File: config.mk
export PLATFORM = sky130hd
export DESIGN_NAME = spi_arb
export DESIGN_NICKNAME = d
export VERILOG_FILES = /design/src/rtl/spi_arb.sv
export SDC_FILE = /design/constraint.sdc
export NUM_CORES = 1
export LEC_CHECK = 0
export BUFFER_PORTS_ARGS = -buffer_cell sky130_fd_sc_hd__buf_2
export CORE_AREA = 5 5 124 97
export CTS_CLUSTER_SIZE = 12
export DETAILED_ROUTE_END_ITERATION = 16
export DIE_AREA = 0 0 129 102
export GPL_TIMING_DRIVEN = 0
export HOLD_SLACK_MARGIN = 0.1
export PLACE_DENSITY = 0.48
export REMOVE_ABC_BUFFERS = 1
export SYNTH_ARGS = -nofsm -noshare
export SYNTH_HDL_FRONTEND = slang
export SYNTH_SLANG_ARGS = --single-unit
File: constraint.sdc
create_clock -name clk -period 4.7 [get_ports clk]
set_input_delay 0 -clock clk [delete_from_list [all_inputs] [get_ports clk]]
set_output_delay 0 -clock clk [all_outputs]
set_load 0.005 [all_outputs]
File: src/rtl/spi_arb.sv
// rtl/spi_arb.sv - round-robin arbiter for the shared SPI master (optional abort: SPI_ARB_TIMEOUT_EN)
module spi_arb #(
    parameter int unsigned TIMEOUT = 1024
) (
    input  logic        clk,
    input  logic        rst,
    input  logic [2:0]  req,
    input  logic [2:0]  lock,
    input  logic [15:0] cmd0,
    input  logic [15:0] cmd1,
    input  logic [15:0] cmd2,
    input  logic        SPIrdy,
    input  logic [15:0] spiRXdata,
    output logic        startSPI,
    output logic [15:0] spiTXdata,
    output logic [2:0]  gnt,
    output logic [2:0]  done,
    output logic [15:0] rdData,
    output logic        err
);

    typedef enum logic [2:0] {
        S_IDLE,
        S_LAUNCH,
        S_WAIT_BUSY,
        S_WAIT_RDY,
        S_COMPLETE
    } state_t;

    state_t      state, state_n;
    logic [1:0]  idx, idx_n;
    logic [1:0]  ptr, ptr_n;
    logic [1:0]  bcnt, bcnt_n;
    logic [15:0] tx_n, rd_n;
    logic [2:0]  gnt_n;
    logic [1:0]  first, second, win;
    logic        win_valid;
    logic [15:0] cmd_win, cmd_idx;
    logic        timed_out;

`ifdef SPI_ARB_TIMEOUT_EN
    localparam logic [15:0] TO_LAST = 16'(TIMEOUT - 1);
    logic [15:0] tcnt, tcnt_n;
    logic        terr, terr_n;
    assign timed_out = terr;
`else
    assign timed_out = 1'b0;
`endif

    function automatic logic [1:0] rr_next(input logic [1:0] p);
        return (p == 2'd2) ? 2'd0 : p + 2'd1;
    endfunction

    function automatic logic [15:0] cmd_of(input logic [1:0] i,
                                           input logic [15:0] c0,
                                           input logic [15:0] c1,
                                           input logic [15:0] c2);
        case (i)
            2'd0:    return c0;
            2'd1:    return c1;
            default: return c2;
        endcase
    endfunction

    // Round-robin pick: the requester after the last served one wins first, last served wins last
    always_comb begin
        first     = rr_next(ptr);
        second    = rr_next(first);
        win       = ptr;
        win_valid = 1'b0;
        if (req[first]) begin
            win       = first;
            win_valid = 1'b1;
        end else if (req[second]) begin
            win       = second;
            win_valid = 1'b1;
        end else if (req[ptr]) begin
            win       = ptr;
            win_valid = 1'b1;
        end
        cmd_win = cmd_of(win, cmd0, cmd1, cmd2);
        cmd_idx = cmd_of(idx, cmd0, cmd1, cmd2);
    end

    // Next-state and next-value logic for the arbitration FSM
    always_comb begin
        state_n = state;
        idx_n   = idx;
        ptr_n   = ptr;
        bcnt_n  = bcnt;
        tx_n    = spiTXdata;
        rd_n    = rdData;
        gnt_n   = gnt;
`ifdef SPI_ARB_TIMEOUT_EN
        tcnt_n  = tcnt;
        terr_n  = terr;
`endif
        case (state)
            S_IDLE: begin
                gnt_n = 3'b000;
                if (win_valid) begin
                    idx_n   = win;
                    tx_n    = cmd_win;
                    gnt_n   = 3'b001 << win;
                    state_n = S_LAUNCH;
                end
            end
            S_LAUNCH: begin
                bcnt_n  = 2'd0;
                state_n = S_WAIT_BUSY;
            end
            S_WAIT_BUSY: begin
                // A master that never shows busy is assumed to have finished already
                if (!SPIrdy || bcnt == 2'd3) begin
                    state_n = S_WAIT_RDY;
`ifdef SPI_ARB_TIMEOUT_EN
                    tcnt_n  = 16'd0;
`endif
                end else begin
                    bcnt_n = bcnt + 2'd1;
                end
            end
            S_WAIT_RDY: begin
                if (SPIrdy) begin
                    rd_n    = spiRXdata;
                    state_n = S_COMPLETE;
`ifdef SPI_ARB_TIMEOUT_EN
                    terr_n  = 1'b0;
                end else if (tcnt == TO_LAST) begin
                    rd_n    = 16'hFFFF;
                    terr_n  = 1'b1;
                    state_n = S_COMPLETE;
                end else begin
                    tcnt_n = tcnt + 16'd1;
`endif
                end
            end
            S_COMPLETE: begin
                // A locked owner keeps the bus; an aborted transfer always releases it
                if (lock[idx] && req[idx] && !timed_out) begin
                    tx_n    = cmd_idx;
                    state_n = S_LAUNCH;
                end else begin
                    ptr_n   = idx;
                    gnt_n   = 3'b000;
                    state_n = S_IDLE;
                end
            end
            default: begin
                gnt_n   = 3'b000;
                state_n = S_IDLE;
            end
        endcase
    end

    // State and datapath registers
    always_ff @(posedge clk) begin
        if (rst) begin
            state     <= S_IDLE;
            idx       <= 2'd0;
            ptr       <= 2'd2;
            bcnt      <= 2'd0;
            spiTXdata <= 16'h0000;
            rdData    <= 16'h0000;
            gnt       <= 3'b000;
`ifdef SPI_ARB_TIMEOUT_EN
            tcnt      <= 16'd0;
            terr      <= 1'b0;
`endif
        end else begin
            state     <= state_n;
            idx       <= idx_n;
            ptr       <= ptr_n;
            bcnt      <= bcnt_n;
            spiTXdata <= tx_n;
            rdData    <= rd_n;
            gnt       <= gnt_n;
`ifdef SPI_ARB_TIMEOUT_EN
            tcnt      <= tcnt_n;
            terr      <= terr_n;
`endif
        end
    end

    assign startSPI = (state == S_LAUNCH);
    assign done     = (state == S_COMPLETE) ? (3'b001 << idx) : 3'b000;
    assign err      = (state == S_COMPLETE) && timed_out;

endmodule

======== After elaboration in Yosys (flattened, before gate mapping) ========
Cells that the tools add are included.
operators by class
  add/subtract/negate cells ............... 3
  multiply operators ...................... 0
  divide/modulo/power cells ............... 0
  $lt $le $gt $ge ......................... 4
  equal/unequal tests ..................... 15
  shift operators ......................... 2
  muxes and demuxes ....................... 33
  bitwise gates (word level) .............. 2
  reduce and logical (&&, ||, !) cells .... 16
operator list
  kind                                                        number
  one-hot mux 16 bit (2 select lines)                         3
  2-to-1 mux 16 bit                                           2
  2-to-1 mux 3 bit                                            6
  one-hot mux 3 bit (5 select lines)                          1
  less-than comparator 2 x 3 -> 1 bit, second input constant  4
  inequality test 2 bit, second input constant                6
  binary-select mux 1 bit (select 2 bit)                      5
  2-to-1 mux 2 bit                                            5
  AND reduction 2 bit                                         5
  2-to-1 mux 1 bit                                            9
  one-hot mux 3 bit (3 select lines)                          1
  adder 2 x 1 -> 2 bit, second input constant                 3
  equality test 2 bit, second input constant                  3
  equality test 3 x 2 -> 1 bit, second input constant         2
  AND reduction 3 bit                                         2
  << shifter 1 x 2 -> 3 bit, first input constant             2
  equality test 2 x 1 -> 1 bit, second input constant         2
  zero test 2 bit                                             2
  one-hot mux 2 bit (2 select lines)                          1
  nonzero test 2 bit                                          2
  equality test 3 x 1 -> 1 bit, second input constant         1
  equality test 3 bit, second input constant                  1
  zero test 3 bit                                             1
  OR reduction 3 bit                                          1
  4 further kinds                                             5
storage, ports and cells
  flip-flop bits (word level) ............. 44
  bits in latches ......................... 0
  memory bits (writable) .................. 0
  memory bits (read-only) ................. 0
  logic and storage cells ................. 82
  memories kept ........................... 0

======== Logic depth before layout (Yosys ltp) ========
Gate-level depths: netlist (run 1).
  word-level depth ........................ 12
  gate-level depth with buffers ........... 7
  depth with buffers taken out ............ 6

======== Worst setup path before layout (run 1) ========
OpenSTA, ideal clock, no wires.
  path type ............................... register -> register
  start ................................... register state[2]
  end ..................................... register idx[0]
  setup time .............................. 65 ps
  data arrival time ....................... 1450 ps
  data required time ...................... 4635 ps
  slack ................................... 3185 ps
  stages on the path, launching flop included .. 5
  buffers on the path ..................... 1
  path through ............................ dfxtp_1 > buf_1 > or4_4 > mux2_1 > nor2_1
on the way
  cells in the longest elaborated chain, start to end .. 2
RTL lines
  element                               RTL line  text
  start, declared                       30        state_t state, state_n;
  start signal, assigned                171       state <= state_n;
  zero test 3 bit                       98        case (state)
  AND reduction 2 bit (no source line)  -
  end signal, assigned                  172       idx <= idx_n;
  end, declared                         31        logic [1:0] idx, idx_n;
Every way passes these cells.
A chain may end at the register's enable or synchronous reset.

======== Worst setup path in the final report (run 1) ========
  start ................................... register idx[0]
  end ..................................... register spiTXdata[4]
on the way
  cells in the longest elaborated chain, start to end .. 5
  elaborated cells on any way between the ends .. 12
  classes of those cells .................. eq/ne (2); mux (7); reduce/logical (3)
RTL lines
  element                                 RTL line  text
  binary-select mux 1 bit (select 2 bit)  140       if (lock[idx] && req[idx] && !timed_out) begin
  2-to-1 mux 1 bit (not written as such)  140
  logical AND 1 bit                       140
  inequality test 2 bit (no source line)  -
  AND reduction 3 bit (no source line)    -
  end signal, assigned                    175       spiTXdata <= tx_n;
  end, declared                           15        output logic [15:0] spiTXdata,
Parallel ways exist; a longest one is shown, timed or not. The select of a mux whose other input is x is not followed.

==> results of run 1 <==
how the worst min path moves through the flow:
stage	start	to	slack [ns]
final	cmd2[10]	spiTXdata[10]	0.11
after global routing	cmd2[10]	spiTXdata[10]	0.14
after CTS	cmd2[6]	spiTXdata[6]	0.11
after detailed placement	spiRXdata[15]	rdData[15]	0.25
after global placement	spiRXdata[15]	rdData[15]	0.24
after floorplan	rst	bcnt[0]	0.07
layout by cell type, fill, tap and decap left out, types with 2 or more instances in the layout:
master         synthesis  layout
nand3b_1               2       2
buf_8                  0       2
a21o_1                17      17
and3_1                 2       2
nand4_1                2       2
a31oi_1               16      16
inv_1                  3       3
a32o_1                 2       2
nand4b_1               2       2
nor2_1                10      10
nor2b_1                3       3
clkbuf_16              0       5
mux2i_1               33      33
dlygate4sd3_1          0      17
buf_2                  6     111
nand2_1               72      72
a22o_1                 2       2
o21ai_0               38      38
dfxtp_1               44      43
nor4_1                 2       2
o21ai_1               15      15
a21oi_1               23      23
nor3_1                 6       6
worst max-delay path: stages (launching register included):
cell      delay, ns
dfxtp_1        1.21
nand4b_1       0.19
nand3_1        0.32
o21a_1         0.92
o21ai_0        0.18
a31oi_1        0.17
state kept, by name, summed over array words and instances, names as in the netlist:
register,count
rdData,16
spiTXdata,16
gnt,3
state,3
bcnt,2
idx,2
ptr,2
kinds of logic (layout without fill, tap and decap cells):
logic type / count (synthesis) / count (layout) / share of synthesized area, %
buf+inv: 31 / 142 / 5.611
simple gates: 109 / 109 / 19.04
fa+ha+maj: 1 / 1 / 0.4795
other cells: 1 / 1 / 0.1437
flops: 44 / 44 / 33.76
mux: 34 / 34 / 13.09
compound gates: 121 / 121 / 27.87
report_power, final:
part	internal (mW)	total, mW	switching, mW
clock	0.250	0.396	0.146
combinational	0.152	0.312	0.159
sequential	0.420	0.479	0.0585
total	0.823	1.19	0.364
through the flow:
stage	setup WS [ns]	cell area, sq um	utilization (%)	cells	hold WS [ns]
global placement	1.643	3208	30.12	565	0.2401
global route	1.222	3596	33.76	592	0.1429
CTS	1.604	3588	33.69	592	0.1073
floorplan	2.445	2477	-	314	0.06907
finish	1.621	3596	33.76	592	0.1101
detailed placement	1.623	3254	30.55	567	0.2460
layer usage:
layer	track usage, %	part of all wire [%]	up-vias
met2	21.42	46	78
met5	0	0	-
li1	-	-	1446
met1	18.17	47	1326
met3	3.083	6.1	7
met4	2.825	0.79	0
layout make-up:
type | count | area (sq um) | area share (%)
Clock buffer | 6 | 128.9 | 3.584
Clock inverter | 2 | 35.03 | 0.9743
Inverter | 4 | 15.01 | 0.4175
Multi-Input combinational cell | 266 | 1604 | 44.61
Sequential cell | 44 | 882.1 | 24.53
Tap cell | 140 | 175.2 | 4.871
Timing Repair Buffer | 130 | 755.7 | 21.02
==> metrics.yaml, run 1 <==
status: "completed"
first_global_vias: 2738
antenna_left: 0
clockBufferDepth: 2
drc: 0
finalCriticalPeriod_ns: 3.079
fmax_mhz: 324.8
rr_endpoint: "spiTXdata[4]"
setup_violations: 0
cts.sinks: 44
finalHoldViolCount: 0
cp-end-kind: "register"
drt_iter0_markers: 224
worstPathArrival_ns: 3.29
finalSetupTns_ns: 0
yosys-top-cells-area: "dfxtp_1 34%, mux2i_1 13%, nand2_1 10%"
yosysTopAreaCellShare_pct: 33.76
worstHoldPathCells: 5
syn-cell-area_sq_mm: 0.002609
synth_cell_types: 44
syn2layout_area_growth_pct: 37.84
grt_use_total_pct: 13.26
r2r-start: "idx[0]"
die_area_sq_mm: 0.01316
wl_per_cell_microns: 14.95
cts-root-buf: "clkbuf_16"
core-area_sq_mm: 0.01065
total_power_mw: 1.186
fp-row-count: 33
htree_levels: 2
cts_hold_buf: 17
rsz0062_at_grt: "no"
cts_resized: 0
maxCapViolCount: 0
fill_cells: 1145
ir_worst_vdd_v: 0.0001238
n_antenna_cell: 0
synth.most_common_cell: "nand2_1"
grt_max_degree: 41
cts_tree: "built"
worstSetupPathType: "register to register"
dpl.hpwl_microns: 6128
reg2regPathDepth: 5
viasPerCell: 4.826
ys_ff_latch: 44
port_buffers: 111
post_cts_buffers: 0
worst_ep_required_time_ns: 4.91
die_w_microns: 129
vias: 2857
ys_seq_area_share_pct: 33.76
worstSetupEndpoint: "spiTXdata[4]"
ys.flop_type: "dfxtp_1"
leakagePower_nw: 1.595
slew_violations: 0
synth_edf_count: 0
grt_first_pass_wirelength_microns: 14060
critPathMaxFanout: 32
synth_commonest_cells: "72 x nand2_1, 44 x dfxtp_1, 38 x o21ai_0, 33 x mux2i_1, 23 x a21oi_1"
hold_path_class: "input port to register"
ios: 113
syn_inst: 341
cts.clk_slew.worst_paths_ns: 0.06
crit_start: "idx[0]"
start_kind: "register"
die_h_microns: 102
firstDrtPassIters: 6
yosysWarnings: 0
grt_overflow: 0
finClkSkew_ns: 0.002835
slew_headroom_pct: 11.00
wirelength_microns: 8852
synth.largest_area_cell: "dfxtp_1"
cts_buffers: 5
clock_latency_ns: 0.28
antenna_found_initial: 0
gp_congestion: 0.7546
layout-drive-gt1-share_pct: 28.54
finalCritPeriodShare_pct: 65.50
async_flop_share_pct: 0
nets: 525
initial_utilization_pct: 24.49
syn_area_per_cell_sq_um: 7.650
r2r_setup_slack_ns: 1.62
worstMarginPinSlew_ns: 1.333
power_density_mw_per_mm2: 329.9
Power figures use the tool's default switching activity.
==> run 2: changes to the inputs <==
--- a/config.mk
+++ b/config.mk
@@ -5,14 +5,15 @@
 export SDC_FILE = /design/constraint.sdc
 export NUM_CORES = 1
 export LEC_CHECK = 0
+export ABC_AREA = 1
 export BUFFER_PORTS_ARGS = -buffer_cell sky130_fd_sc_hd__buf_2
-export CORE_AREA = 5 5 124 97
+export CORE_AREA = 5 5 129 100
 export CTS_CLUSTER_SIZE = 12
 export DETAILED_ROUTE_END_ITERATION = 16
-export DIE_AREA = 0 0 129 102
+export DIE_AREA = 0 0 134 105
 export GPL_TIMING_DRIVEN = 0
 export HOLD_SLACK_MARGIN = 0.1
-export PLACE_DENSITY = 0.48
+export PLACE_DENSITY = 0.47
 export REMOVE_ABC_BUFFERS = 1
 export SYNTH_ARGS = -nofsm -noshare
 export SYNTH_HDL_FRONTEND = slang
==> constraint.sdc (replaced) <==
create_clock -name clk -period 3.05 [get_ports clk]
set_input_delay 0 -clock clk [delete_from_list [all_inputs] [get_ports clk]]
set_output_delay 0 -clock clk [all_outputs]
set_load 0.005 [all_outputs]
==> metrics.yaml, run 2 <==
status: "completed"
rr_endpoint: "spiTXdata[14]"
fmax_mhz: 372.7  # +15%
syn_area_per_cell_sq_um: 6.561  # -14%
critPathMaxFanout: 32  # unchanged
r2r-start: "idx[1]"
cts_resized: 0  # unchanged
cpPeakStageDelay_ns: 1.00  # -0.21 ns
post_cts_buffers: 0  # unchanged
pre_cts_slack_ns: 0.3493  # -1.274 ns
start_kind: "register"
htree_levels: 2  # unchanged
synth_commonest_cells: "112 x nand2_1, 94 x nand3_1, 53 x a21oi_1, 44 x dfxtp_1, 22 x nor2_1"
maxCapViolCount: 0  # unchanged
reg2regPathDepth: 9  # +4
port_buffers: 111  # unchanged
n_antenna_cell: 0  # unchanged
cp.depth: 9  # +4
layout-drive-gt1-share_pct: 27.20  # -1.3 points
holdWs_ns: 0.1038  # -0.006318 ns
syn-cell-area_sq_mm: 0.002795  # +7.1%
initial_utilization_pct: 24.43  # -0.063 points
drc: 0  # unchanged
ios: 113  # unchanged
hold_path_class: "input port to register"
r2r_setup_slack_ns: 0.37  # -1.25 ns
stdcell_count: 677  # +14%
yosysWarnings: 0  # unchanged
crit_start: "idx[1]"
core-area_sq_mm: 0.01144  # +7.4%
grt_overflow: 0  # unchanged
dpl.hpwl_microns: 6744  # +10%
synth_top_family_by_area: "simple AND/OR/NAND/NOR gates"
worstMarginPinSlew_ns: 1.183  # -0.1502 ns
synth.most_common_cell: "nand2_1"
cts.clk_slew.worst_paths_ns: 0.07  # about the same
finalSetupTns_ns: 0  # unchanged
yosysTopAreaCellShare_pct: 31.51  # -2.3 points
leakagePower_nw: 1.737  # +8.9%
cts-root-buf: "clkbuf_16"
clock_latency_ns: 0.29  # about the same
total_power_mw: 1.930  # +63%
multi_input_area_sq_mm: 0.001669  # +4.1%
synth_xor_xnor_area_share_pct: 0  # unchanged
finalCritPeriodShare_pct: 87.98  # +22 points
synth-compound-area-share_pct: 18.26  # -9.6 points
finClkSkew_ns: 0.009209  # +0.006374 ns
cts_buffers: 5  # unchanged
worstSetupEndpoint: "spiTXdata[14]"
mostFrequentLayoutCell: "nand2_1"
yosys-top-cells-area: "dfxtp_1 32%, nand3_1 17%, nand2_1 15%"
synthMuxAreaShare_pct: 0  # -13 points
cts.sinks: 44  # unchanged
vias: 3286  # +15%
die_h_microns: 105  # +2.9%
synth.largest_area_cell: "dfxtp_1"
syn2layout_area_growth_pct: 31.96
ys.flop_type: "dfxtp_1"
die_area_sq_mm: 0.01407  # +6.9%
finalHoldViolCount: 0  # unchanged
post_dp_cell_area_sq_mm: 0.003361  # +3.3%
worstPathArrival_ns: 2.82  # -0.47 ns
setup_violations: 0  # unchanged
cts_tree: "built"
cp-end-kind: "register"
final_core_util_pct: 32.23  # -1.5 points
critPathBufInv: 1  # +1
firstDrtPassIters: 5  # -1
ir_worst_vdd_v: 0.0002034  # +64%
rsz0062_at_grt: "no"
ys_seq_area_share_pct: 31.51  # -2.3 points
seqCellArea_sq_um: 880.8  # -0.14%
die_w_microns: 134  # +3.9%
cts_hold_buf: 16  # -1
dp_cells: 653  # +15%
grt_first_pass_wirelength_microns: 16090  # +14%
antenna_left: 0  # unchanged
final_cell_mix: "112 x nand2_1, 111 x buf_2, 94 x nand3_1, 53 x a21oi_1, 44 x dfxtp_1"
fp-row-count: 34  # +3.0%
synth_cell_types: 32  # -27%
worstSetupPathType: "register to register"
async_flop_share_pct: 0  # unchanged
clockBufferDepth: 2  # unchanged
crit_chain: "inv_2 -> nand3_1 -> nand3_1 -> nand2_1 -> nand2_2 -> nand3_4 -> nor2_1 -> nand2_1 -> a21oi_2"
synth_adder_area_share_pct: 0.4476  # -0.032 points
grt_max_degree: 41  # unchanged
grt_use_total_pct: 14.01  # +0.75 points
wl_per_cell_microns: 15.03  # +0.51%
cp_top_family: "flip-flops"
first_global_vias: 2994  # +9.3%
finalCriticalPeriod_ns: 2.683  # -0.3954 ns
ys_ff_latch: 44  # unchanged
fin_ws_ns: 0.3667  # -1.255 ns
fill_cells: 1228  # +7.2%
synth_simple_gate_area_share_pct: 40.87  # +22 points
cpMaxStageDelayCell: "dfxtp_1"
slew_headroom_pct: 21.03  # +10 points
slew_violations: 0  # unchanged
gp_congestion: 0.8114  # +7.5%
antenna_found_initial: 1  # +1
nets: 606  # +15%
syn_inst: 426  # +25%
wirelength_microns: 10180  # +15%
drt_iter0_markers: 260  # +16%
power_density_mw_per_mm2: 523.2  # +59%
top_regs: "rdData: 16 flops, spiTXdata: 16 flops"
viasPerCell: 4.854  # +0.58%
synth_edf_count: 0  # unchanged
fin_area_sq_mm: 0.003689  # +2.6%
worst_ep_required_time_ns: 3.18  # -1.73 ns
## run 2: cell types whose count changed after synthesis, sizes merged, moves of 5 or more
cell,delta
o21ai,-47
nand2,+45
inv,+16
a21oi,+36
a211oi,+16
mux2i,-33
a21o,-17
buf,+6
nor2,+17
nand3,+96
a31oi,-15
clkbuf,-5
## run 2: area by class of cell
type                    count  area share [%]
clock buffers               5           3.392
clock inverters             3           1.153
inverters                  20           2.035
multi-input cells         334           45.25
flip-flops and latches     44           23.88
well taps                 144           4.885
repair buffers            127           19.40
## run 2: worst min-delay path by stage
stage / end / cells after the start / from
2_1_floorplan: spiTXdata[0] / 1 / rst
3_3_place_gp: rdData[5] / 3 / spiRXdata[5]
4_1_cts: spiTXdata[1] / 5 / cmd2[1]
5_1_grt: spiTXdata[4] / 5 / cmd1[4]
6_report: spiTXdata[15] / 5 / cmd2[15]
3_5_place_dp: rdData[10] / 3 / spiRXdata[10]
## run 2: metal layers
metal | track usage (%) | up-vias | wire [microns]
met2 | 23.11 | 114 | 4798
met4 | 3.157 | 2 | 88
met3 | 3.314 | 10 | 704
met1 | 18.61 | 1495 | 4570
li1 | - | 1665 | -
met5 | 0 | - | 13
## run 2: kinds of logic after synthesis
kind of cell,after synthesis
other cells,1
simple gates,248
compound gates,84
flops,44
fa+ha+maj,1
buf+inv,48
## run 2: worst reg2reg max path, stage by stage (launching register included)
cell	delay, ns
dfxtp_1	1.00
inv_2	0.47
nand3_1	0.18
nand3_1	0.12
nand2_1	0.10
nand2_2	0.09
nand3_4	0.35
nor2_1	0.09
nand2_1	0.09
a21oi_2	0.05
## run 2: power breakdown
group / switching (mW) / internal, mW / total, mW
Clock: 0.237 / 0.385 / 0.622
Sequential: 0.0625 / 0.647 / 0.709
Combinational: 0.373 / 0.226 / 0.599
==> run 3: changes to the inputs <==
--- a/config.mk
+++ b/config.mk
@@ -13,7 +13,7 @@
 export DIE_AREA = 0 0 134 105
 export GPL_TIMING_DRIVEN = 0
 export HOLD_SLACK_MARGIN = 0.1
-export PLACE_DENSITY = 0.47
+export PLACE_DENSITY_LB_ADDON = 0.3
 export REMOVE_ABC_BUFFERS = 1
 export SYNTH_ARGS = -nofsm -noshare
 export SYNTH_HDL_FRONTEND = slang
==> metrics.yaml, run 3 (synthesis gave the netlist of run 2 again) <==
multi_input_area_sq_mm: 0.001669  # unchanged
worstPathArrival_ns: 2.73  # -0.09 ns
slew_violations: 0  # unchanged
cts_buffers: 5  # unchanged
drc: 0  # unchanged
fmax_mhz: 385.9  # +3.5%
post_cts_buffers: 0  # unchanged
antenna_left: 0  # unchanged
dpl.hpwl_microns: 6852  # +1.6%
grt_max_degree: 41  # unchanged
viasPerCell: 4.987  # +2.7%
clock_latency_ns: 0.28  # about the same
ios: 113  # unchanged
critPathMaxFanout: 32  # unchanged
cts_tree: "built"
worst_ep_required_time_ns: 3.19  # about the same
cts.clk_slew.worst_paths_ns: 0.07  # about the same
rsz0062_at_grt: "no"
total_power_mw: 2.021  # +4.7%
die_h_microns: 105  # unchanged
htree_levels: 2  # unchanged
clockBufferDepth: 2  # unchanged
worstSetupPathType: "register to register"
cts-root-buf: "clkbuf_16"
cpPeakStageDelay_ns: 1.08  # +0.08 ns
power_density_mw_per_mm2: 545.1  # +4.2%
syn2layout_area_growth_pct: 32.63
layout-drive-gt1-share_pct: 27.26  # +0.051 points
grt_overflow: 0  # unchanged
cp-end-kind: "register"
stdcell_count: 676  # -0.15%
leakagePower_nw: 1.747  # +0.61%
status: "completed"
core-area_sq_mm: 0.01144  # unchanged
finalHoldViolCount: 0  # unchanged
vias: 3371  # +2.6%
slew_headroom_pct: 23.17  # +2.1 points
wirelength_microns: 10510  # +3.3%
start_kind: "register"
maxCapViolCount: 0  # unchanged
first_global_vias: 3285  # +9.7%
seqCellArea_sq_um: 882.1  # +0.14%
worstMarginPinSlew_ns: 1.151  # -0.03202 ns
crit_path_frequent_cell: "nand2_1"
fin_area_sq_mm: 0.003707  # +0.51%
n_antenna_cell: 0  # unchanged
nets: 606  # unchanged
ir_worst_vdd_v: 0.0002033  # about the same
cpMaxStageDelayCell: "dfxtp_1"
hold_path_class: "input port to register"
top_regs: "rdData: 16 flops, spiTXdata: 16 flops"
gp_congestion: 0.8365  # +3.1%
finalSetupTns_ns: 0  # unchanged
mostFrequentLayoutCell: "nand2_1"
finClkSkew_ns: 0.006650  # -0.002559 ns
die_w_microns: 134  # unchanged
dp_cells: 653  # unchanged
wl_per_cell_microns: 15.54  # +3.4%
final_cell_mix: "112 x nand2_1, 111 x buf_2, 94 x nand3_1, 53 x a21oi_1, 43 x dfxtp_1"
antenna_found_initial: 0  # -1
setup_violations: 0  # unchanged
post_dp_cell_area_sq_mm: 0.003361  # unchanged
crit_chain: "nor2_4 -> nand2_1 -> nand3_1 -> nand2_1 -> nand2_2 -> nand3_4 -> nor2_1 -> nand2_1 -> a21oi_2"
finalCritPeriodShare_pct: 84.97  # -3.0 points
drt_iter0_markers: 231  # -11%
fill_cells: 1224  # -0.33%
die_area_sq_mm: 0.01407  # unchanged
cts.sinks: 44  # unchanged
port_buffers: 111  # unchanged
firstDrtPassIters: 4  # -1
initial_utilization_pct: 24.43  # unchanged
grt_use_total_pct: 14.50  # +0.49 points
grt_first_pass_wirelength_microns: 16780  # +4.3%
fp-row-count: 34  # unchanged
finalCriticalPeriod_ns: 2.592  # -0.09160 ns
run 3: cell count changes in the layout (fill, tap and decap cells not counted):
cell,before,now
clkinvlp_4,1,0
dfxtp_1,44,43
bufinv_16,1,2
dfxtp_2,0,1
clkinv_2,1,0
run 3: critical path: cells and delay by family (launching register included):
family	cells	cell delay (ns)
AOI/OAI and AO/OA	1	0.05
DFF	1	1.08
and+or+nand+nor	8	1.28
run 3: per-stage QoR:
stage | setup slack (ns) | utilization, % | hold WS [ns]
final | 0.4583 | 32.40 | 0.1086
after global routing | 0.09308 | 32.40 | 0.1380
after CTS | 0.3143 | 32.39 | 0.1053
after detailed placement | 0.3141 | 29.37 | 0.2801
after global placement | 0.3261 | 29.37 | 0.2744
after floorplan | 1.200 | - | 0.06244
run 3: layout make-up:
class	instances	share of cell area [%]
Timing Repair Buffer	127	19.30
Clock inverter	2	1.620
Inverter	20	2.025
Sequential cell	44	23.79
Multi-Input combinational cell	334	45.02
Clock buffer	5	3.375
Tap cell	144	4.860
run 3: what timing repair did:
action | 4_1_cts | 5_1_grt
endpoints found under the setup margin | 0 | 4
gates resized for setup | 0 | 1
hold buffers | 16 | 0
hold endpoints to repair | 16 | 0
run 3: worst paths after layout:
kind | start | to | slack, ns | cells past startpoint
worst max-delay path | idx[0] | spiTXdata[10] | 0.46 | 9
worst min-delay path | cmd2[6] | spiTXdata[6] | 0.11 | 5
worst max register to register | idx[0] | spiTXdata[10] | 0.46 | 9
worst min register to register | rdData[14] | rdData[14] | 0.46 | 2
run 3: per-layer routing:
layer	wire [microns]	GRT usage [%]	up-vias
met5	0	0	-
met4	81	3.157	0
met3	665	2.930	6
met2	4891	24.22	123
met1	4867	19.35	1583
li1	-	-	1659
run 3: power by group:
group          switching (mW)  leakage (nW)  internal [mW]
sequential             0.0636         0.359          0.647
combinational           0.384          1.30          0.226
clock                   0.235        0.0899          0.465
total                   0.683          1.75           1.34
